### src/rtl/control_filtro_pb_pkg.sv
// Shared codes for the low-pass filter sequencer: operand selects, state codes, enable indices.
// Pure declarations; no logic.
package control_filtro_pb_pkg;

    // Multiplicand select (selmuxS)
    localparam logic [2:0] S_FK    = 3'd0;
    localparam logic [2:0] S_FK1   = 3'd1;
    localparam logic [2:0] S_FK2   = 3'd2;
    localparam logic [2:0] S_YK    = 3'd3;
    localparam logic [2:0] S_UK    = 3'd4;
    localparam logic [2:0] S_ACUM1 = 3'd5;
    localparam logic [2:0] S_ACUM2 = 3'd6;
    localparam logic [2:0] S_ACUM3 = 3'd7;

    // Coefficient select (selmuxC): -a1, -a2, b0 (= b2), b1
    localparam logic [1:0] C_NA1 = 2'd0;
    localparam logic [1:0] C_NA2 = 2'd1;
    localparam logic [1:0] C_B0  = 2'd2;
    localparam logic [1:0] C_B1  = 2'd3;

    // Addend select (selmuxZ); codes 5..7 also read as zero in the datapath
    localparam logic [2:0] Z_ZERO  = 3'd0;
    localparam logic [2:0] Z_UK    = 3'd1;
    localparam logic [2:0] Z_ACUM1 = 3'd2;
    localparam logic [2:0] Z_ACUM2 = 3'd3;
    localparam logic [2:0] Z_ACUM3 = 3'd4;

    // Bit positions in the packed enable vector (en1 = bit 0 ... en7 = bit 6)
    localparam int EN_YK    = 0;
    localparam int EN_FK    = 1;
    localparam int EN_FK1   = 2;
    localparam int EN_FK2   = 3;
    localparam int EN_ACUM1 = 4;
    localparam int EN_ACUM2 = 5;
    localparam int EN_ACUM3 = 6;

    typedef enum logic [3:0] {
        ST_IDLE  = 4'd0,
        ST_SHIFT = 4'd1,
        ST_OP1   = 4'd2,
        ST_WR1   = 4'd3,
        ST_OP2   = 4'd4,
        ST_WR2   = 4'd5,
        ST_OP3   = 4'd6,
        ST_WR3   = 4'd7,
        ST_OP4   = 4'd8,
        ST_WR4   = 4'd9,
        ST_OP5   = 4'd10,
        ST_WR5   = 4'd11,
        ST_FIN   = 4'd12
    } state_t;

    function automatic state_t next_state(input state_t s, input logic start);
        case (s)
            ST_IDLE:  return start ? ST_SHIFT : ST_IDLE;
            ST_SHIFT: return ST_OP1;
            ST_OP1:   return ST_WR1;
            ST_WR1:   return ST_OP2;
            ST_OP2:   return ST_WR2;
            ST_WR2:   return ST_OP3;
            ST_OP3:   return ST_WR3;
            ST_WR3:   return ST_OP4;
            ST_OP4:   return ST_WR4;
            ST_WR4:   return ST_OP5;
            ST_OP5:   return ST_WR5;
            ST_WR5:   return ST_FIN;
            default:  return ST_IDLE;
        endcase
    endfunction

endpackage

### src/rtl/decod_ctrl_pb.sv
// State -> datapath control decoder for the filter sequencer.
// Purely combinational; no flow control.
module decod_ctrl_pb
    import control_filtro_pb_pkg::*;
(
    input  state_t     state,
    output logic [6:0] en,
    output logic [2:0] selmuxS,
    output logic [1:0] selmuxC,
    output logic [2:0] selmuxZ,
    output logic       busy,
    output logic       done
);

    // OPn and WRn share selects so the operands are stable while the MAC result registers.
    always_comb begin
        en      = '0;
        selmuxS = S_FK;
        selmuxC = C_NA1;
        selmuxZ = Z_ZERO;
        busy    = (state != ST_IDLE);
        done    = 1'b0;
        case (state)
            ST_SHIFT: begin
                en[EN_FK1] = 1'b1;
                en[EN_FK2] = 1'b1;
            end
            ST_OP1, ST_WR1: begin
                selmuxS         = S_FK1;
                selmuxC         = C_NA1;
                selmuxZ         = Z_UK;
                en[EN_ACUM1]    = (state == ST_WR1);
            end
            ST_OP2, ST_WR2: begin
                selmuxS         = S_FK2;
                selmuxC         = C_NA2;
                selmuxZ         = Z_ACUM1;
                en[EN_FK]       = (state == ST_WR2);
            end
            ST_OP3, ST_WR3: begin
                selmuxS         = S_FK;
                selmuxC         = C_B0;
                selmuxZ         = Z_ZERO;
                en[EN_ACUM2]    = (state == ST_WR3);
            end
            ST_OP4, ST_WR4: begin
                selmuxS         = S_FK1;
                selmuxC         = C_B1;
                selmuxZ         = Z_ACUM2;
                en[EN_ACUM3]    = (state == ST_WR4);
            end
            ST_OP5, ST_WR5: begin
                selmuxS         = S_FK2;
                selmuxC         = C_B0;
                selmuxZ         = Z_ACUM3;
                en[EN_YK]       = (state == ST_WR5);
            end
            ST_FIN:  done = 1'b1;
            default: ;
        endcase
    end

endmodule

### src/rtl/control_filtro_pb.sv
// Per-sample sequencer for the low-pass filter datapath (shift, five MACs, done).
// Latency start->done 12 cycles; sample period >= 13 cycles.
// No backpressure: start outside IDLE is dropped and latches overrun.
module control_filtro_pb
    import control_filtro_pb_pkg::*;
(
    input  logic       clk,
    input  logic       reset,
    input  logic       start,
    output logic       en1,
    output logic       en2,
    output logic       en3,
    output logic       en4,
    output logic       en5,
    output logic       en6,
    output logic       en7,
    output logic [2:0] selmuxS,
    output logic [1:0] selmuxC,
    output logic [2:0] selmuxZ,
    output logic       busy,
    output logic       done,
    output logic       overrun
);

    state_t     state;
    logic [6:0] en;

    always_ff @(posedge clk) begin
        if (reset) begin
            state   <= ST_IDLE;
            overrun <= 1'b0;
        end else begin
            state <= next_state(state, start);
            if (start && (state != ST_IDLE))
                overrun <= 1'b1;
        end
    end

    decod_ctrl_pb u_decod (
        .state   (state),
        .en      (en),
        .selmuxS (selmuxS),
        .selmuxC (selmuxC),
        .selmuxZ (selmuxZ),
        .busy    (busy),
        .done    (done)
    );

    assign en1 = en[EN_YK];
    assign en2 = en[EN_FK];
    assign en3 = en[EN_FK1];
    assign en4 = en[EN_FK2];
    assign en5 = en[EN_ACUM1];
    assign en6 = en[EN_ACUM2];
    assign en7 = en[EN_ACUM3];

endmodule

### config.mk
export PLATFORM = sky130hd
export DESIGN_NAME = control_filtro_pb
export DESIGN_NICKNAME = d
export VERILOG_FILES = /design/src/rtl/control_filtro_pb_pkg.sv /design/src/rtl/decod_ctrl_pb.sv /design/src/rtl/control_filtro_pb.sv
export SDC_FILE = /design/constraint.sdc
export NUM_CORES = 1
export LEC_CHECK = 0
export ABC_AREA = 1
export BUFFER_PORTS_ARGS = -buffer_cell sky130_fd_sc_hd__buf_2
export CORE_AREA = 2 2 39 41
export CTS_CLUSTER_DIAMETER = 60
export DETAILED_ROUTE_END_ITERATION = 12
export DIE_AREA = 0 0 41 43
export GPL_ROUTABILITY_DRIVEN = 0
export PLACE_DENSITY = 0.56
export SYNTH_ARGS = -nofsm -noshare
export SYNTH_HDL_FRONTEND = slang
export SYNTH_HIERARCHICAL = 1
export SYNTH_SLANG_ARGS = --single-unit
### constraint.sdc
create_clock -name clk -period 1.3 [get_ports clk]
set_clock_uncertainty 0.1 [all_clocks]
set_input_delay 0 -clock clk [delete_from_list [all_inputs] [get_ports clk]]
set_output_delay 0 -clock clk [all_outputs]
set_load 0.005 [all_outputs]
After elaboration in Yosys (flattened, before gate mapping)
Index checks and enable logic that the tools add are counted.
{"block": "word_totals", "out_inout_bits": 18, "inputBits": 3, "reg_bits": 5, "wordCells": 37}
{"block": "classes", "n_mux": 12, "eq_ne": 12, "reduce_logical": 11}
{"operator": "4-bit case mux with 12 select lines", "n": 1}
{"operator": "4-bit == test, second input constant", "n": 5}
{"operator": "4-bit by 3-bit == test with 1-bit output, second input constant", "n": 4}
{"operator": "3-bit case mux with 4 select lines", "n": 1}
{"operator": "4-bit OR reduction", "n": 3}
{"operator": "2-bit OR reduction", "n": 5}
{"operator": "4-bit by 2-bit == test with 1-bit output, second input constant", "n": 2}
{"operator": "1-bit two-way mux", "n": 7}
{"operator": "2-bit case mux with 3 select lines", "n": 1}
{"operator": "4-bit by 1-bit == test with 1-bit output, second input constant", "n": 1}
{"operator": "4-bit logical NOT", "n": 1}
{"operator": "2-bit case mux with 2 select lines", "n": 1}
{"operator": "4-bit nonzero test", "n": 1}
{"operator": "2-bit two-way mux", "n": 1}
{"operator": "1-bit logical AND", "n": 1}

Logic depth before layout (Yosys ltp)
Gate-level depths: netlist (run 1).
{"block": "logic_depth", "depth_word": 3, "mapped_depth": 4, "depth_no_buf": 4}

By module
The synthesis (run 1) kept the hierarchy.
{"mod": "control_filtro_pb", "seq_area_each_um2": 100.1, "cells_each": 29, "area_per_inst_um2": 220.2, "n_inst": 1}
{"mod": "decod_ctrl_pb", "seq_area_each_um2": 0.0, "cells_each": 34, "area_per_inst_um2": 151.4, "n_inst": 1}

Worst setup path after synthesis (run 1)
No wires, ideal clock.
{"block": "synth_timing", "path_kind": "register to output", "startpoint": "register state[3]", "endpoint": "output port en4", "n_path_buf": 1, "slack_ns": 0.294, "t_arrival_ns": 0.906, "required_time_ns": 1.200, "path_stages_with_launch": 5, "cell_sequence": "dfxtp_1 nor2_1 inv_1 nor2_1 buf_4"}
{"block": "synth_via", "elab_chain_len": 2}
{"element": "start: declaration", "line": "control_filtro_pb.sv:25", "text": "state_t state;"}
{"element": "start signal: assignment", "line": "control_filtro_pb.sv:33", "text": "state <= next_state(state, start);"}
{"element": "4-bit by 1-bit == test with 1-bit output", "line": "decod_ctrl_pb.sv:23", "text": "case (state)"}
{"element": "2-bit two-way mux", "line": "decod_ctrl_pb.sv:23"}
{"element": "end: declaration", "line": "control_filtro_pb.sv:13", "text": "output logic en4,"}
No other way between the ends.

Final worst setup path (run 1)
Same ends and word-level chain as after synthesis.

==> summary.txt, run 1 <==
Timing
  – Max Fclk: 846.0 MHz
  – Final worst path period need: 1.182 ns
  – Final number of hold-violating endpoints: 0
  – Count of final setup violators: 0
  – Fin. max-slew vios: 0
  – Total negative setup slack: 0 ns
  – Unrepaired setup endpoints after global routing: false
  – Final clock period utilization by the worst path: 90.93%

Setup path
  – Kind of cell with the highest combined delay on the critical path: flip-flops
  – Required time of the worst setup path: 1.20 ns
  – Reg-to-reg startpoint: state[0]$_SDFF_PP0_
  – Slowest stage cell, crit path: sky130_fd_sc_hd__dfxtp_2
  – Cells traversed along the worst timing path: nor2_2, inv_1, nor2_1, buf_2
  – Number of buffers and inverters on the critical path: 2
  – Depth of the critical timing path with buffers and inverters included: 4
  – Startpoint of the most critical setup path: state[3]$_SDFF_PP0_
  – Type of element capturing the critical path: output port
  – Kind of start point of the critical path: register
  – Signal arrival time at the worst endpoint: 1.08 ns
  – Capture point of the worst path: en4
  – Crit Path Category: register to output port
  – Register-to-register setup slack: 0.33 ns
  – Crit Path Max Fanout: 11
  – Stage delay of the slowest cell on the critical path: 0.38 ns
  – Depth of the worst register-to-register path: 4
  – R2r endpoint: state[3]$_SDFF_PP0_

Finish
  – Leading cell types in the layout, fill and taps excluded: sky130_fd_sc_hd__nand2_1, sky130_fd_sc_hd__buf_2, sky130_fd_sc_hd__nor2_1
  – Post-layout nets: 90
  – Antenna Cells: 0
  – Fraction of layout instances using a drive strength above 1: 39.53%
  – Most common cell after layout, fill and taps aside: sky130_fd_sc_hd__nand2_1
  – Layout-stage area growth over the synthesis result: 41.08%
  – Post-route non-filler standard cell count: 102

Power and ir drop
  – Worst ir drop on vdd: 0.0005307 V
  – Static leakage power: 0.3116 nW
  – Power per cell area: 974.8 nW/µm²

Floorplan
  – Die extent in y: 43 µm
  – Placement Rows: 14
  – Die outline width: 41 µm
  – Area of the core region: 1384 µm²
  – Full die area: 1763 µm²
  – Top Ports: 21
  – Effective utilization at floorplan: 26.85%

Routing
  – Via count: 432
  – Drt pass-1 iters: 3
  – Drc violations: 0
  – Detailed-route wire length: 851 µm
  – Detailed-route wire length per cell: 8.343 µm
  – Antenna Nets Post-Route: 0
  – Drt initial violations: 2
  – Post-detailed-route via-to-cell ratio: 4.235

Clock tree
  – Worst-case clock buffer depth: 2
  – Clock tree from TritonCTS: yes
  – Clock root buffer: sky130_fd_sc_hd__clkbuf_4
  – Post-CTS Setup Inserts: 0
  – Number of buffers created by CTS: 3
  – Clock latency on the worst-skew pair: 0.23 ns
  – Count of clock tree sinks: 5
  – H-tree depth reported by CTS: 1
  – Clk pin slew, worst setup/hold paths: 0.04 ns

Synthesis
  – Count of state elements after synthesis: 5
  – Library cell with the largest summed area after synthesis: sky130_fd_sc_hd__dfxtp_1
  – Average instance area after synthesis: 5.899 µm²
  – Post-synthesis instance total: 63
  – Area of the mapped netlist: 371.6 µm²
  – Share of the synthesized area in the top cell type: 26.94%
  – Number of distinct library cells after synthesis: 15
  – Sequential-to-total area share from yosys stat: 26.94%
  – Cell types with the largest area share after synthesis: sky130_fd_sc_hd__dfxtp_1, sky130_fd_sc_hd__nand2_1, sky130_fd_sc_hd__nor2_1
  – Mapped Nets: 66
  – Count of yosys warnings during synthesis: 6

GRT
  – GRT Overall Usage: 11.86%
  – Grt total ovfl: 0
  – Largest net degree at the start of global routing: 12
  – Vias in the first global route: 378
  – Wire length of the first global-routing pass: 1428 µm
  – Antenna violations before repair: 0

Worst hold path
  – Worst hold path type: register to register

Status
  – Result of the run: finished clean

Placement
  – Final HPWL DP: 674 µm
  – # port buffers: 19
  – Placed cell count: 96

Run
  – Max Cap Viol: 0
report_power, final:
part	total, mW	switching, mW	internal (mW)
Sequential	0.198	0.0270	0.171
Clock	0.173	0.0573	0.116
Combinational	0.140	0.0753	0.0646
Total	0.511	0.160	0.351
worst reg2reg max path: cells and delay by family, from the launching register on:
kind / cells / cell delay (ns)
buffers and inverters: 1 / 0.10
flip-flops: 1 / 0.43
AO/OA/AOI/OAI: 1 / 0.10
AND/OR/NAND/NOR: 2 / 0.18
metal layers:
layer	up-vias	GRT usage (%)	share of wire [%]
met4	0	8.000	0
met5	-	0	0
li1	236	-	-
met3	0	1.571	5.5
met2	12	18.44	52
met1	184	14.19	43
flip-flops by register name, indices dropped and copies added (netlist names):
register,cells
state,4
overrun,1
cell usage after synthesis:
library cell              instances
sky130_fd_sc_hd__nand2_1         20
sky130_fd_sc_hd__nor2_1          11
sky130_fd_sc_hd__inv_1            8
sky130_fd_sc_hd__dfxtp_1          5
sky130_fd_sc_hd__a21oi_1          3
sky130_fd_sc_hd__nand3_1          3
sky130_fd_sc_hd__a21oi_2          2
sky130_fd_sc_hd__buf_4            2
sky130_fd_sc_hd__nand3_2          2
sky130_fd_sc_hd__nor2_2           2
sky130_fd_sc_hd__conb_1           1
sky130_fd_sc_hd__inv_2            1
sky130_fd_sc_hd__nor3_1           1
sky130_fd_sc_hd__nor3_2           1
sky130_fd_sc_hd__nor3b_1          1
how the worst min path moves through the flow:
stage	start	to	slack (ns)	depth (start not counted)
after global placement	reset	state[3]$_SDFF_PP0_	0.14	2
after detailed placement	reset	state[3]$_SDFF_PP0_	0.14	2
after global routing	overrun$_SDFFE_PP0P_	overrun$_SDFFE_PP0P_	0.40	2
after floorplan	reset	state[0]$_SDFF_PP0_	-0.04	1
final	overrun$_SDFFE_PP0P_	overrun$_SDFFE_PP0P_	0.36	2
after CTS	overrun$_SDFFE_PP0P_	overrun$_SDFFE_PP0P_	0.35	2
through the flow:
step           total power [mW]  hold slack, ns  area [µm²]  util, %  worst slack (ns)
5_1_grt                  0.5541          0.4005       524.3    37.88           0.01169
3_5_place_dp             0.3356          0.1435       471.7    34.09            0.2291
2_1_floorplan            0.2875        -0.03756       371.6        -            0.2945
6_report                 0.5110          0.3570       524.3    37.88            0.1179
3_3_place_gp             0.3363          0.1444       471.7    34.09            0.2401
4_1_cts                  0.5216          0.3519       520.5    37.61           0.01366
cells by family after synthesis:
family / after synthesis / share of synthesized area [%]
and+or+nand+nor: 41 / 50.17
buffers and inverters: 11 / 13.13
other: 1 / 1.009
AOI/OAI and AO/OA: 5 / 8.754
DFF: 5 / 26.94
repair_timing:
item	in CTS	in global routing
hold buffers	2	0
setup endpoints to repair	13	8
hold endpoints to repair	4	0
resized for setup	2	2
final cells by class:
cell class	count	area (µm²)
inverters	9	33.78
repair buffers	21	115.1
fillers	163	859.6
multi-input cells	47	225.2
clock buffers	4	26.28
flip-flops and latches	5	103.9
well taps	16	20.02
Power figures use the tool's default switching activity.
==> inputs of run 2 (changes only) <==
--- a/config.mk
+++ b/config.mk
@@ -6,13 +6,14 @@
 export NUM_CORES = 1
 export LEC_CHECK = 0
 export ABC_AREA = 1
-export BUFFER_PORTS_ARGS = -buffer_cell sky130_fd_sc_hd__buf_2
 export CORE_AREA = 2 2 39 41
+export CTS_BUF_LIST = sky130_fd_sc_hd__clkbuf_16
 export CTS_CLUSTER_DIAMETER = 60
 export DETAILED_ROUTE_END_ITERATION = 12
 export DIE_AREA = 0 0 41 43
+export DONT_BUFFER_PORTS = 1
 export GPL_ROUTABILITY_DRIVEN = 0
-export PLACE_DENSITY = 0.56
+export PLACE_DENSITY = 0.42
 export SYNTH_ARGS = -nofsm -noshare
 export SYNTH_HDL_FRONTEND = slang
 export SYNTH_HIERARCHICAL = 1
==> run 2 against run 1 <==
Effect of this change: largest cell class unchanged; sequential share of layout area rose by 1.5 points; largest power group is now the clock network; cell area is 8.4% lower; count of clock-buffer cells in the layout shrank 1.
==> summary.txt, run 2 (synthesis gave the netlist of run 1 again) <==
Power and ir drop
  – Worst ir drop on vdd: 0.0007622 V (was 0.0005307 V)
  – Total chip power: 0.8051 mW (was 0.5110 mW)
  – Power per cell area: 1676 nW/µm² (was 974.8 nW/µm²)
  – Static leakage power: 0.2398 nW (was 0.3116 nW)

Clock tree
  – Count of clock tree sinks: 5 (unchanged)
  – Clock latency on the worst-skew pair: 0.23 ns (about the same)
  – Number of buffers created by CTS: 3 (unchanged)
  – Post-CTS Setup Inserts: 0 (unchanged)
  – Clock root buffer: sky130_fd_sc_hd__clkbuf_16 (was sky130_fd_sc_hd__clkbuf_4)
  – H-tree depth reported by CTS: 1 (unchanged)
  – Clock tree from TritonCTS: yes (unchanged)
  – Worst-case clock buffer depth: 2 (unchanged)
  – Clk pin slew, worst setup/hold paths: 0.03 ns (was 0.04 ns)

Setup path
  – R2r endpoint: state[3]$_SDFF_PP0_ (unchanged)
  – Reg-to-reg startpoint: state[1]$_SDFF_PP0_ (was state[0]$_SDFF_PP0_)
  – Register-to-register setup slack: 0.24 ns (was 0.33 ns)
  – Crit Path Max Fanout: 10 (was 11)
  – Required time of the worst setup path: 1.20 ns (about the same)
  – Signal arrival time at the worst endpoint: 1.09 ns (was 1.08 ns)
  – Type of element capturing the critical path: output port (unchanged)
  – Depth of the worst register-to-register path: 4 (unchanged)
  – Crit Path Category: register to output port (unchanged)
  – Kind of start point of the critical path: register (unchanged)

Finish
  – Post-layout nets: 71 (was 90)
  – Fraction of layout instances using a drive strength above 1: 20.90% (was 39.53%)
  – # fillers: 157 (was 163)
  – Register with the highest flop count: state (unchanged)
  – Flip-flop count of the largest register, all copies and words added: 4 (unchanged)
  – Layout-stage area growth over the synthesis result: 29.29% (was 41.08%)
  – Registers with the most flip-flops: state: 4 flops, overrun: 1 flops (unchanged)
  – Antenna Cells: 0 (unchanged)
  – Final Cell Area: 480.5 µm² (was 524.3 µm²)
  – Most common cell after layout, fill and taps aside: sky130_fd_sc_hd__nand2_1 (unchanged)
  – Leading cell types in the layout, fill and taps excluded: sky130_fd_sc_hd__nand2_1, sky130_fd_sc_hd__nor2_1, sky130_fd_sc_hd__inv_1 (was sky130_fd_sc_hd__nand2_1, sky130_fd_sc_hd__buf_2, sky130_fd_sc_hd__nor2_1)

Routing
  – Post-detailed-route via-to-cell ratio: 4.542 (was 4.235)
  – Drt pass-1 iters: 4 (was 3)
  – Detailed-route wire length per cell: 9.928 µm (was 8.343 µm)
  – Antenna Nets Post-Route: 0 (unchanged)
  – Drc violations: 0 (unchanged)
  – Detailed-route wire length: 824 µm (was 851 µm)
  – Via count: 377 (was 432)
  – Drt initial violations: 6 (was 2)

Worst hold path
  – Worst hold path type: register to register (unchanged)
  – Hold Path Origin: overrun$_SDFFE_PP0P_ (unchanged)
  – WHS Path Cells: 2 (unchanged)
  – Worst Hold End: overrun$_SDFFE_PP0P_ (unchanged)

Timing
  – Final number of hold-violating endpoints: 0 (unchanged)
  – Total negative setup slack: 0 ns (unchanged)
  – Count of final setup violators: 0 (unchanged)
  – Max Fclk: 839.5 MHz (was 846.0 MHz)
  – Final worst path period need: 1.191 ns (was 1.182 ns)
  – Final clock period utilization by the worst path: 91.63% (was 90.93%)
  – Fin. max-slew vios: 0 (unchanged)
  – Unrepaired setup endpoints after global routing: false (unchanged)

Floorplan
  – Top Ports: 21 (unchanged)
  – Full die area: 1763 µm² (unchanged)
  – Placement Rows: 14 (unchanged)
  – Effective utilization at floorplan: 26.85% (unchanged)
  – Die outline width: 41 µm (unchanged)
  – Area of the core region: 1384 µm² (unchanged)
  – Die extent in y: 43 µm (unchanged)

GRT
  – Wire length of the first global-routing pass: 1207 µm (was 1428 µm)
  – GRT Overall Usage: 10.44% (was 11.86%)
  – Vias in the first global route: 295 (was 378)
  – Largest net degree at the start of global routing: 12 (unchanged)
  – Grt total ovfl: 0 (unchanged)
  – Antenna violations before repair: 0 (unchanged)

Placement
  – Final HPWL DP: 626.2 µm (was 674 µm)
  – # port buffers: 0 (was 19)
  – Standard cell area after detailed placement: 376.6 µm² (was 471.7 µm²)

Run
  – Max Cap Viol: 0 (unchanged)

Status
  – Result of the run: finished clean (unchanged)
==> run 2: worst max path at each step <==
stage	start	endpoint	slack, ns	cells after the start
3_5_place_dp	state[1]$_SDFF_PP0_	state[3]$_SDFF_PP0_	0.24	4
5_1_grt	state[1]$_SDFF_PP0_	en4	0.03	3
3_3_place_gp	state[1]$_SDFF_PP0_	state[2]$_SDFF_PP0_	0.23	4
2_1_floorplan	state[3]$_SDFF_PP0_	en4	0.29	4
6_report	state[1]$_SDFF_PP0_	en4	0.11	3
4_1_cts	state[3]$_SDFF_PP0_	en4	0.03	3
==> run 2: metrics by stage <==
step	worst slack [ns]	util, %	hold WS (ns)	instances
after CTS	0.02615	34.36	0.3724	83
after global routing	0.02963	34.72	0.4082	83
after global placement	0.2269	27.22	-0.03613	77
after detailed placement	0.2426	27.22	-0.03569	77
final	0.1088	34.72	0.3716	83
after floorplan	0.2945	-	-0.03756	63
==> run 2: cell type report <==
class                   count  area, µm²  area share, %
multi-input cells          47      225.2          46.87
flip-flops and latches      5      102.6          21.35
clock buffers               3      75.07          15.62
inverters                   9      33.78          7.031
repair buffers              2      20.02          4.167
well taps                  16      20.02          4.167
clock inverters             1      3.754         0.7812
==> run 2: where the power goes <==
part / switching (mW) / internal, mW / leakage (nW) / total, mW
registers: 0.0288 / 0.171 / 0.0420 / 0.199
clock network: 0.103 / 0.399 / 0.0423 / 0.501
logic: 0.0666 / 0.0377 / 0.156 / 0.104
total: 0.198 / 0.607 / 0.240 / 0.805
==> run 2: repair_timing <==
item | 4_1_cts | 5_1_grt
hold buffers | 2 | 0
endpoints found under the setup margin | 0 | 9
endpoints found under the hold margin | 5 | 0
resized for setup | 0 | 3
==> run 2: critical path, stage by stage, from the launching register on <==
cell                      delay [ns]
sky130_fd_sc_hd__dfxtp_1        0.39
sky130_fd_sc_hd__inv_1          0.15
sky130_fd_sc_hd__nand2_1        0.10
sky130_fd_sc_hd__nor2_1         0.22
==> run 2: per-layer routing <==
metal  GRT usage (%)  share of wire [%]  up-vias
li1                -                  -      198
met1           12.54                 48      160
met2           14.69                 40       17
met3           3.141                9.5        2
met4           8.000                2.7        0
met5               0                  0        -
